### src/rtl/auto_faixa.sv
// auto_faixa -- gate sequencer and automatic range selection for a frequency counter.
//
// Runs the measurement cycle CLEAR -> WAIT -> GATE -> EVAL -> CLEAR.
// The gate opens on one tick_base and closes on the next. When the gate
// closes, the block either moves the time base one step (automatic ranging)
// or loads the display register.
//
// Parameters:
//   SEL_MAX  highest legal time-base select code (shortest gate)
//   SEL_INIT select code loaded at reset
// Ports:
//   clk_sistema_100k  system clock
//   reset_sistema     asynchronous active-low reset
//   tick_base         one-cycle pulse on each edge of the selected time base
//   estouro           one-cycle pulse on a 9999->0000 counter wrap
//   cont_3            most-significant BCD digit of the running count
//   auto_hab          1 = automatic ranging, 0 = manual select
//   sel_manual        time-base select used in manual mode
//   sel_sistema       time-base select to the clock mux (registered)
//   limp              counter clear pulse (registered)
//   hab               counter count enable / gate open (registered)
//   arm               display-register load pulse (registered)
//   faixa_ok          last loaded result is in range (registered)
//   sobre_faixa       last loaded result overflowed at SEL_MAX (registered)
module auto_faixa #(
  parameter int unsigned SEL_MAX  = 5,
  parameter int unsigned SEL_INIT = 5
) (
  input  logic       clk_sistema_100k,
  input  logic       reset_sistema,
  input  logic       tick_base,
  input  logic       estouro,
  input  logic [3:0] cont_3,
  input  logic       auto_hab,
  input  logic [2:0] sel_manual,
  output logic [2:0] sel_sistema,
  output logic       limp,
  output logic       hab,
  output logic       arm,
  output logic       faixa_ok,
  output logic       sobre_faixa
);

  localparam logic [2:0] SEL_MAX_C  = 3'(SEL_MAX);
  localparam logic [2:0] SEL_INIT_C = 3'(SEL_INIT);

  typedef enum logic [1:0] {
    CLEAR = 2'd0,
    WAIT  = 2'd1,
    GATE  = 2'd2,
    EVAL  = 2'd3
  } state_t;

  state_t     state_q, state_d;
  logic       sticky_q, sticky_d;
  logic [2:0] sel_d;
  logic       limp_d, hab_d, arm_d, ok_d, sobre_d;
  logic       ovf;

  always_ff @(posedge clk_sistema_100k or negedge reset_sistema) begin
    if (!reset_sistema) begin
      state_q     <= CLEAR;
      sticky_q    <= 1'b0;
      sel_sistema <= SEL_INIT_C;
      limp        <= 1'b0;
      hab         <= 1'b0;
      arm         <= 1'b0;
      faixa_ok    <= 1'b0;
      sobre_faixa <= 1'b0;
    end else begin
      state_q     <= state_d;
      sticky_q    <= sticky_d;
      sel_sistema <= sel_d;
      limp        <= limp_d;
      hab         <= hab_d;
      arm         <= arm_d;
      faixa_ok    <= ok_d;
      sobre_faixa <= sobre_d;
    end
  end

  // Every output is registered, so each one is computed on the transition
  // into the state where it must be visible: the EVAL decision is taken on
  // the closing tick, and hab rises on the opening tick.
  always_comb begin
    state_d  = state_q;
    sticky_d = sticky_q;
    sel_d    = sel_sistema;
    limp_d   = 1'b0;
    hab_d    = 1'b0;
    arm_d    = 1'b0;
    ok_d     = faixa_ok;
    sobre_d  = sobre_faixa;
    // An estouro that arrives together with the closing tick still counts.
    ovf      = sticky_q | estouro;

    case (state_q)
      CLEAR: begin
        sticky_d = 1'b0;
        // CLEAR held by reset has limp=0. It spends one extra cycle here so
        // that the first cycle after release is a CLEAR with limp=1.
        if (!limp) begin
          limp_d = 1'b1;
        end else begin
          state_d = WAIT;
          if (!auto_hab)
            sel_d = (sel_manual > SEL_MAX_C) ? SEL_MAX_C : sel_manual;
        end
      end

      WAIT: begin
        if (tick_base) begin
          state_d = GATE;
          hab_d   = 1'b1;
        end
      end

      GATE: begin
        if (estouro)
          sticky_d = 1'b1;
        if (!tick_base) begin
          hab_d = 1'b1;
        end else begin
          state_d = EVAL;
          if (auto_hab) begin
            if (ovf) begin
              if (sel_sistema < SEL_MAX_C) begin
                sel_d = sel_sistema + 3'd1;
              end else begin
                arm_d   = 1'b1;
                ok_d    = 1'b0;
                sobre_d = 1'b1;
              end
            end else if (cont_3 == 4'd0 && sel_sistema != 3'd0) begin
              sel_d = sel_sistema - 3'd1;
            end else begin
              arm_d   = 1'b1;
              ok_d    = 1'b1;
              sobre_d = 1'b0;
            end
          end else begin
            arm_d   = 1'b1;
            ok_d    = !ovf;
            sobre_d = ovf;
          end
        end
      end

      EVAL: begin
        state_d  = CLEAR;
        limp_d   = 1'b1;
        sticky_d = 1'b0;
      end

      default: state_d = CLEAR;
    endcase
  end

endmodule

### config.mk
export PLATFORM = sky130hd
export DESIGN_NAME = auto_faixa
export DESIGN_NICKNAME = d
export VERILOG_FILES = /design/src/rtl/auto_faixa.sv
export SDC_FILE = /design/constraint.sdc
export NUM_CORES = 1
export LEC_CHECK = 0
export CORE_MARGIN = 2
export CORE_UTILIZATION = 45
export DETAILED_ROUTE_END_ITERATION = 10
export GPL_TIMING_DRIVEN = 0
export PLACE_DENSITY = 0.87
export SYNTH_ARGS = -nofsm -noshare
export SYNTH_HDL_FRONTEND = slang
export SYNTH_SLANG_ARGS = --single-unit
### constraint.sdc
create_clock -name clk_sistema_100k -period 1.85 [get_ports clk_sistema_100k]
set_input_delay 0.185 -clock clk_sistema_100k [delete_from_list [all_inputs] [get_ports clk_sistema_100k]]
set_output_delay 0.185 -clock clk_sistema_100k [all_outputs]
set_load 0.1 [all_outputs]
==> results of run 1 <==
-- layout by cell type (no fill, tap or decap), drive strengths merged --
cell type and count:
clkdlybuf4s50 11, dfrtp 9, inv 8, dlygate4sd2 6, mux2 6, nor2 5, clkbuf 5, a21oi 4
ha 4, o21ai 3, nand2 2, clkdlybuf4s15 2, dfstp 2, nor3b 2, o21a 2, a211oi 2
nor2b 1, a21o 1, nor4 1, o311a 1, o2bb2ai 1, a22o 1, nand2b 1, and2b 1
xnor2 1, o2111ai 1, a2bb2oi 1, o211ai 1, fa 1
-- per-stage QoR --
stage               cell area (um^2)  std cells  setup TNS (ns)  util (%)
floorplan                        682         63               0         -
global route                     925        101               0      68.5
detailed placement               891         97          -0.467      66.0
CTS                              917        101               0      67.9
finish                           925        101               0      68.5
global placement                 891         97          -0.395      66.0
-- metal layers --
layer,up-vias,routed length [um]
li1,269,-
met1,259,535
met2,17,667
met3,3,95
met4,0,8
met5,-,0
-- path summary, 6_finish.rpt --
path / end / slack, ns / cells past startpoint / from
worst min-delay path: faixa_ok$_DFFE_PN0P_ / 0.25 / 1 / reset_sistema
max in group asynchronous: sel_sistema[1]$_DFFE_PN0P_ / 1.24 / 1 / reset_sistema
worst min register to register: faixa_ok$_DFFE_PN0P_ / 0.51 / 1 / faixa_ok$_DFFE_PN0P_
worst max register to register: sel_sistema[1]$_DFFE_PN0P_ / 0.09 / 6 / state_q[0]$_DFFE_PN0P_
min in group clk_sistema_100k: faixa_ok$_DFFE_PN0P_ / 0.51 / 1 / faixa_ok$_DFFE_PN0P_
worst max-delay path: sel_sistema[1]$_DFFE_PN0P_ / 0.09 / 6 / state_q[0]$_DFFE_PN0P_
-- sequential cells by signal, summed over array words and instances (netlist names) --
register	count
arm	1
state_q	2
sobre_faixa	1
faixa_ok	1
hab	1
limp	1
sticky_q	1
sel_sistema	3
-- layout make-up --
| class | instances | area share, % |
|---|---|---|
| inverters | 8 | 3.25 |
| repair buffers | 19 | 20.0 |
| plain buffers | 1 | 0.812 |
| multi-input cells | 43 | 39.9 |
| clock buffers | 4 | 2.84 |
| flip-flops and latches | 11 | 31.1 |
| well taps | 15 | 2.03 |
-- timing repair --
item                                    CTS  global route
gates resized for setup                  13             3
setup buffers                             0             0
hold buffers                              0             0
endpoints found under the setup margin    9             4
-- kinds of logic after synthesis --
| logic type | Yosys count |
|---|---|
| AO/OA/AOI/OAI | 18 |
| XOR/XNOR | 1 |
| adder cells (fa/ha/maj) | 5 |
| buffers and inverters | 9 |
| flip-flops | 11 |
| multiplexers | 6 |
| AND/OR/NAND/NOR | 13 |
==> qor.csv, run 1 <==
metric;value;unit
cpLargestDelayFamily;compound AO/OA/AOI/OAI gates;
htree_levels;1;
drt_iter0_drc;2;
port_buffers;19;
antenna_found_initial;0;
grt_pass1_vias;503;
grt_busiest_layer;met2;
slew_headroom;36.8;%
synthArstFlopShare;100;%
cts_tree;built;
clk_pin_slew;0.07;ns
avgRoutedWirePerCell;12.9;um
drive_above_1_share;23.3;%
period_share;95.0;%
row_count;13;
slowest_stage;dfrtp_1;
synth_seq_cells;11;
end_kind;flip-flop;
yosys-top-cells-count;9 x dfrtp_1, 8 x inv_1, 5 x nor2_1;
path_max_fanout;4;
hold_path_class;input pin to async pin;
clk_latency;0.27;ns
finalSetupViolations;0;
synth_top_family_by_area;compound AO/OA/AOI/OAI gates;
drtPass1Iterations;4;
dp_worst_setup_slack;-0.147;ns
synth_compound_area_share;18.8;%
use_met1;18.8;%
finalWorstSetupSlack;0.0933;ns
antennaDiodeCount;0;
numCtsBuffers;3;
yosysMostFrequentCell;dfrtp_1;
netlist_instances;63;
coreArea;1350;um^2
max_freq;569;MHz
yosysTopAreaCellShare;33.5;%
synth.distinct_cells;31;
yosys_warnings;0;
synthXorXnorAreaFrac;1.30;%
area_growth;37.6;%
initial_utilization;49.8;%
startpoint_type;flip-flop;
overflow;0;
gp_congestion;0.729;
routed_wirelength;1310;um
vias;548;
worstMarginPinSlew;0.952;ns
critPathMaxStageDelay;0.39;ns
ios;20;
avgViaCountPerCell;5.43;
status;finished clean;
path_buf_inv;1;
synth_fa_ha_area_share;10.4;%
rsz0062_at_grt;false;
synthMuxAreaShare;11.2;%
cts_root_buf;clkbuf_4;
synthFlopType;dfrtp_1;
syn_area;672;um^2
slew_violations;0;
multi_input_area;369;um^2
grt_util_met3;6.47;%
crit_required;2.00;ns
hold_slack;0.247;ns
dp_hpwl;1030;um
critPathKind;flip-flop to flip-flop;
cts_max_path_buffers;2;
grt_pass1_wl;2210;um
nNetsFinal;104;
grt_start_max_net_pins;12;
fin_skew;0.00262;ns
finalHoldViolCount;0;
die_h;42.6;um
die_w;42.6;um
synth_edf_count;0;
globalRouteMet2Util;27.6;%
layout_min_cycle_time;1.76;ns
yosysTopAreaCell;dfrtp_1;
grt_usage;16.2;%
path_cells;inv_1 -> ha_1 -> nor2b_1 -> a211oi_2 -> o21a_2 -> mux2_1;
dieArea;1820;um^2
drc_errors;0;
worstPathArrival;1.91;ns
regArea;288;um^2
ant_nets;0;
syn-num-nets;80;
maxCapViolations;0;
yosys.area_share.simple;11.7;%
clock_sinks;11;
yosys-top-cells-area;dfrtp_1 34%, dfstp_2 7.8%, ha_1 7.4%;
synth.yosys.seq_area_share;41.3;%
nFillCells;111;
synth_area_per_cell;10.7;um^2
Power of run 1 is left out: the tool's default activity adds up to more than one toggle a clock period on the data nets, which glitch-free logic cannot reach.
==> run 2: changes to the inputs <==
--- a/config.mk
+++ b/config.mk
@@ -5,6 +5,7 @@
 export SDC_FILE = /design/constraint.sdc
 export NUM_CORES = 1
 export LEC_CHECK = 0
+export CAP_MARGIN = 0
 export CORE_MARGIN = 2
 export CORE_UTILIZATION = 45
 export DETAILED_ROUTE_END_ITERATION = 10
==> results of run 2 <==
No change in the layout: final DEF, timing and power equal those of run 1.
Power of run 2 is left out for the same reason.
==> RTL change 1, RTL diff (flow settings as in run 1) <==
The 4 states of `state_t` get a one-hot encoding in 4 bits.
--- a/src/rtl/auto_faixa.sv
+++ b/src/rtl/auto_faixa.sv
@@ -44,11 +44,11 @@
   localparam logic [2:0] SEL_MAX_C  = 3'(SEL_MAX);
   localparam logic [2:0] SEL_INIT_C = 3'(SEL_INIT);
 
-  typedef enum logic [1:0] {
-    CLEAR = 2'd0,
-    WAIT  = 2'd1,
-    GATE  = 2'd2,
-    EVAL  = 2'd3
+  typedef enum logic [3:0] {
+    CLEAR = 4'b0001,
+    WAIT  = 4'b0010,
+    GATE  = 4'b0100,
+    EVAL  = 4'b1000
   } state_t;
 
   state_t     state_q, state_d;
Check against the original RTL: no difference found for any inputs over 10 cycles, from zero or initial values and one cycle with reset_sistema low; not proved beyond that.
==> RTL change 1 against run 1 <==
  * Routed wire length is 34% higher
  * Hold slack better by 0.022 ns
  * Area after synthesis is 13% higher
  * First-iteration DRC count is 100% higher
  * Design area is 14% higher
  * Sequential cell count is 2 higher
  * Setup slack worse by 0.062 ns
  * Die area is 12% higher
  * Highest routed layer unchanged
==> RTL change 1: results (changes against run 1) <==
Synth
  • Synth top cells by count: dfrtp_1 (10), inv_1 (6), nand2_1 (5), nor3_1 (5)
  • Yosys cell types: 40 (+29%)
  • Post-synthesis sequential area ratio: 43.4% (+2.1 points)
  • Syn Nets: 89 (+11%)
  • Netlist Area Pre-Place: 758 sq um (+13%)
  • Synth area leaders: dfrtp_1 (33%), dfstp_2 (10%), nor3_1 (3.3%)
  • Cells after synthesis: 76 (+21%)

Global routing
  • First-pass GRT wire length: 2.64 mm (+20%)
  • GRT Util Overall: 18.6% (+2.4 points)
  • Vias in the first global route: 611 (+21%)

Worst setup path
  • Crit-path leading delay family: simple AND/OR/NAND/NOR gates
  • Slowest cell on the critical path: or4b_4
  • R2R setup slack: 0.03 ns (-0.06 ns)
  • Worst r2r path cells: 5 (-1)
  • Worst Path Max Fanout: 10 (+6)
  • Arrival time worst endpoint: 1.99 ns (+0.08 ns)
  • Worst r2r src: state_q[0]$_DFFE_PN1P_

Placement
  • Gpl congestion: 0.782 (+7.3%)
  • Placed Cells: 111 (+14%)
  • Post-DP Area: 993 sq um (+12%)
  • Pre-CTS setup slack: -0.356 ns (-0.210 ns)

Drt
  • Via count: 675 (+23%)
  • WL/cell: 15.0 microns (+16%)
  • Met1 WL: 736 microns (+38%)
  • Met3 wire len: 99 microns (+4.2%)
  • Met2 routed WL: 857 microns (+28%)

STA
  • Slew margin rel.: 36.9% (+0.092 points)
  • FMAX: 550 MHz (-3.4%)
  • Hold_ws: 0.269 ns (+0.0222 ns)

Clocking
  • Setup bufs post-CTS: 1 (+1)
  • Post-CTS Resized: 14 (+1)

Run status
  • Outcome: completed

Finish
  • Share of post-route cells with drive strength above 1: 27.7% (+4.5 points)
  • Biggest regs: state_q (4), sel_sistema (3)
-- RTL change 1: cell type report --
| type | instances | area, sq um | area share (%) |
|---|---|---|---|
| multi-input cells | 52 | 407 | 38.6 |
| flip-flops and latches | 13 | 342 | 32.5 |
| repair buffers | 22 | 208 | 19.7 |
| clock buffers | 4 | 26.3 | 2.50 |
| plain buffers | 4 | 25.0 | 2.38 |
| inverters | 6 | 25.0 | 2.38 |
| well taps | 16 | 20.0 | 1.90 |
-- RTL change 1: per-layer routing --
metal,vias to the layer above,GRT usage [%]
met4,0,10.6
met1,320,21.9
li1,325,-
met2,23,31.1
met3,7,4.00
met5,-,0
-- RTL change 1: kinds of logic after synthesis --
group | count (synthesis) | share of synthesized area, %
AOI/OAI and AO/OA | 20 | 19.3
xor gates and xnor gates | 2 | 2.31
adders and majority gates | 1 | 2.64
buffers and inverters | 11 | 6.60
DFF | 13 | 43.4
muxes | 4 | 5.78
and+or+nand+nor | 25 | 20.0
==> RTL change 2, RTL diff (config.mk and constraints of run 1) <==
Made on the original files. Make the reset (`reset_sistema`) synchronous in one clocked block. Comments in the files are not updated.
--- a/src/rtl/auto_faixa.sv
+++ b/src/rtl/auto_faixa.sv
@@ -57,7 +57,7 @@
   logic       limp_d, hab_d, arm_d, ok_d, sobre_d;
   logic       ovf;
 
-  always_ff @(posedge clk_sistema_100k or negedge reset_sistema) begin
+  always_ff @(posedge clk_sistema_100k) begin
     if (!reset_sistema) begin
       state_q     <= CLEAR;
       sticky_q    <= 1'b0;
Function: differs if reset_sistema is asserted again (counterexample within 4 cycles, from zero or initial values and one cycle with reset_sistema low); with reset_sistema held inactive, the same outputs for 10 cycles.
==> RTL change 2 against run 1 <==
  * Core utilization down 4.9 points
  * Setup slack worse by 0.048 ns
  * First-iteration DRC count rose to 9.5 times the old value
  * Hold slack better by 0.23 ns
  * Design area up 1.2%
  * Area after synthesis up 3.9%
  * Largest cell class unchanged
  * Routed wire length up 24%
  * Count of clock-buffer cells in the layout unchanged
  * Sequential cell count unchanged
  * Clock skew up 0.0088 ns
==> RTL change 2: results (changes against run 1) <==
Synth
  • Xor/xnor share of the synthesized area: 1.25% (-0.049 points)
  • Post-synthesis sequential area ratio: 31.5% (-9.8 points)
  • Post-synthesis mux area share: 7.89% (-3.3 points)
  • Syn Nets: 92 (+15%)
  • Synth area leaders: dfxtp_1 (32%), ha_1 (7.2%), mux2i_1 (5.7%)
  • Synth Area in Adders: 10.0% (-0.39 points)
  • Synth top cells by count: dfxtp_1 (11), inv_1 (8), nor2_1 (6)
  • Share of flip-flops with an asynchronous set or reset: 0% (-100 points)
  • Leading area contributor after synthesis: dfxtp_1

Worst setup path
  • Slowest cell on the critical path: fa_1
  • Worst r2r path cells: 7 (+1)
  • R2R setup slack: 0.05 ns (-0.05 ns)
  • Crit path required time: 2.02 ns (+0.02 ns)
  • Crit path capture: sel_sistema[2]$_SDFFE_PN1P_
  • Worst r2r src: sticky_q$_SDFFE_PN0P_

Drt
  • Met1 WL: 696 microns (+30%)
  • Met3 wire len: 110 microns (+16%)
  • Routed WL: 1.62 mm (+24%)
  • DR iter-0 viols: 19 (+17)
  • Via count: 648 (+18%)
  • Pre-antenna DRT Iters: 5 (+1)

Clocking
  • CTS Root Cell: clkbuf_4
  • Post-CTS Resized: 10 (-3)
  • Clk_lat worst skew: 0.28 ns

Floorplanning
  • Area of the die: 1880 sq um (+3.5%)

Global routing
  • Met2 usage: 31.9% (+4.4 points)
  • Vias in the first global route: 612 (+22%)
  • GRT Util Overall: 18.5% (+2.3 points)
  • Largest net degree at the start of global routing: 11 (-1)
  • Met1 Use GR: 21.5% (+2.7 points)
  • First-pass GRT wire length: 2.58 mm (+17%)
  • Grt met3 use: 4.58% (-1.9 points)

Power and ir drop
  • Lkg Pwr: 0.389 nW
  • Comb. pwr: 0.000928 W
  • VDD IR max: 833 uV

Worst hold path
  • Worst Min Path Start: estouro
  • Worst Hold Class: primary input to flip-flop

Placement
  • Post-DP Area: 918 sq um (+3.1%)
  • DP Wirelength: 1.21 mm (+18%)
  • Gpl congestion: 0.782 (+7.4%)
  • Number of port buffers: 19 (unchanged)

Finish
  • Signal buf overhead: 19.7% (-1.2 points)
  • NumNets Final: 116 (+12%)
  • Share of post-route cells with drive strength above 1: 19.4% (-3.9 points)
  • Inverter count: 8 (unchanged)
  • Filler Cells Inserted: 125 (+13%)
  • Post-layout util: 63.6% (-4.9 points)
  • Seq/total area: 24.6% (-6.5 points)
  • Comb_multi_in: 55 (+28%)
  • Multi-input logic portion of the cell area: 47.6% (+7.7 points)
  • Clk tree area frac: 2.81% (-0.034 points)

STA
  • Min Tclk post-route: 1.80 ns (+0.0478 ns)
  • Slew margin rel.: 35.7% (-1.0 points)
  • Clock Skew: 0.0114 ns (+0.00882 ns)

Run status
  • Outcome: completed
RTL change 2: cell count changes after synthesis, sizes merged, moves of 3 or more:
cell   before  now
mux2        6    1
nand3       0    3
mux2i       0    4
dfrtp       9    0
dfxtp       0   11
RTL change 2: metrics by stage:
step	setup slack (ns)	hold WS [ns]	cells	total power, W	TNS [ns]
after detailed placement	-0.330	0.506	110	0.00133	-0.378
after floorplan	0.0414	0.249	75	0.00113	0
final	0.0455	0.482	114	0.00148	0
after CTS	0.0777	0.469	114	0.00147	0
after global routing	0.0103	0.493	114	0.00155	0
after global placement	-0.287	0.501	110	0.00130	-0.317
RTL change 2: critical path: cells and delay by family (launching register included):
| kind | cells | cell delay [ns] |
|---|---|---|
| xor+xnor | 1 | 0.17 |
| fa+ha+maj | 1 | 0.39 |
| buf+inv | 1 | 0.10 |
| compound gates | 1 | 0.12 |
| flops | 1 | 0.38 |
| simple gates | 2 | 0.27 |
| mux | 1 | 0.28 |
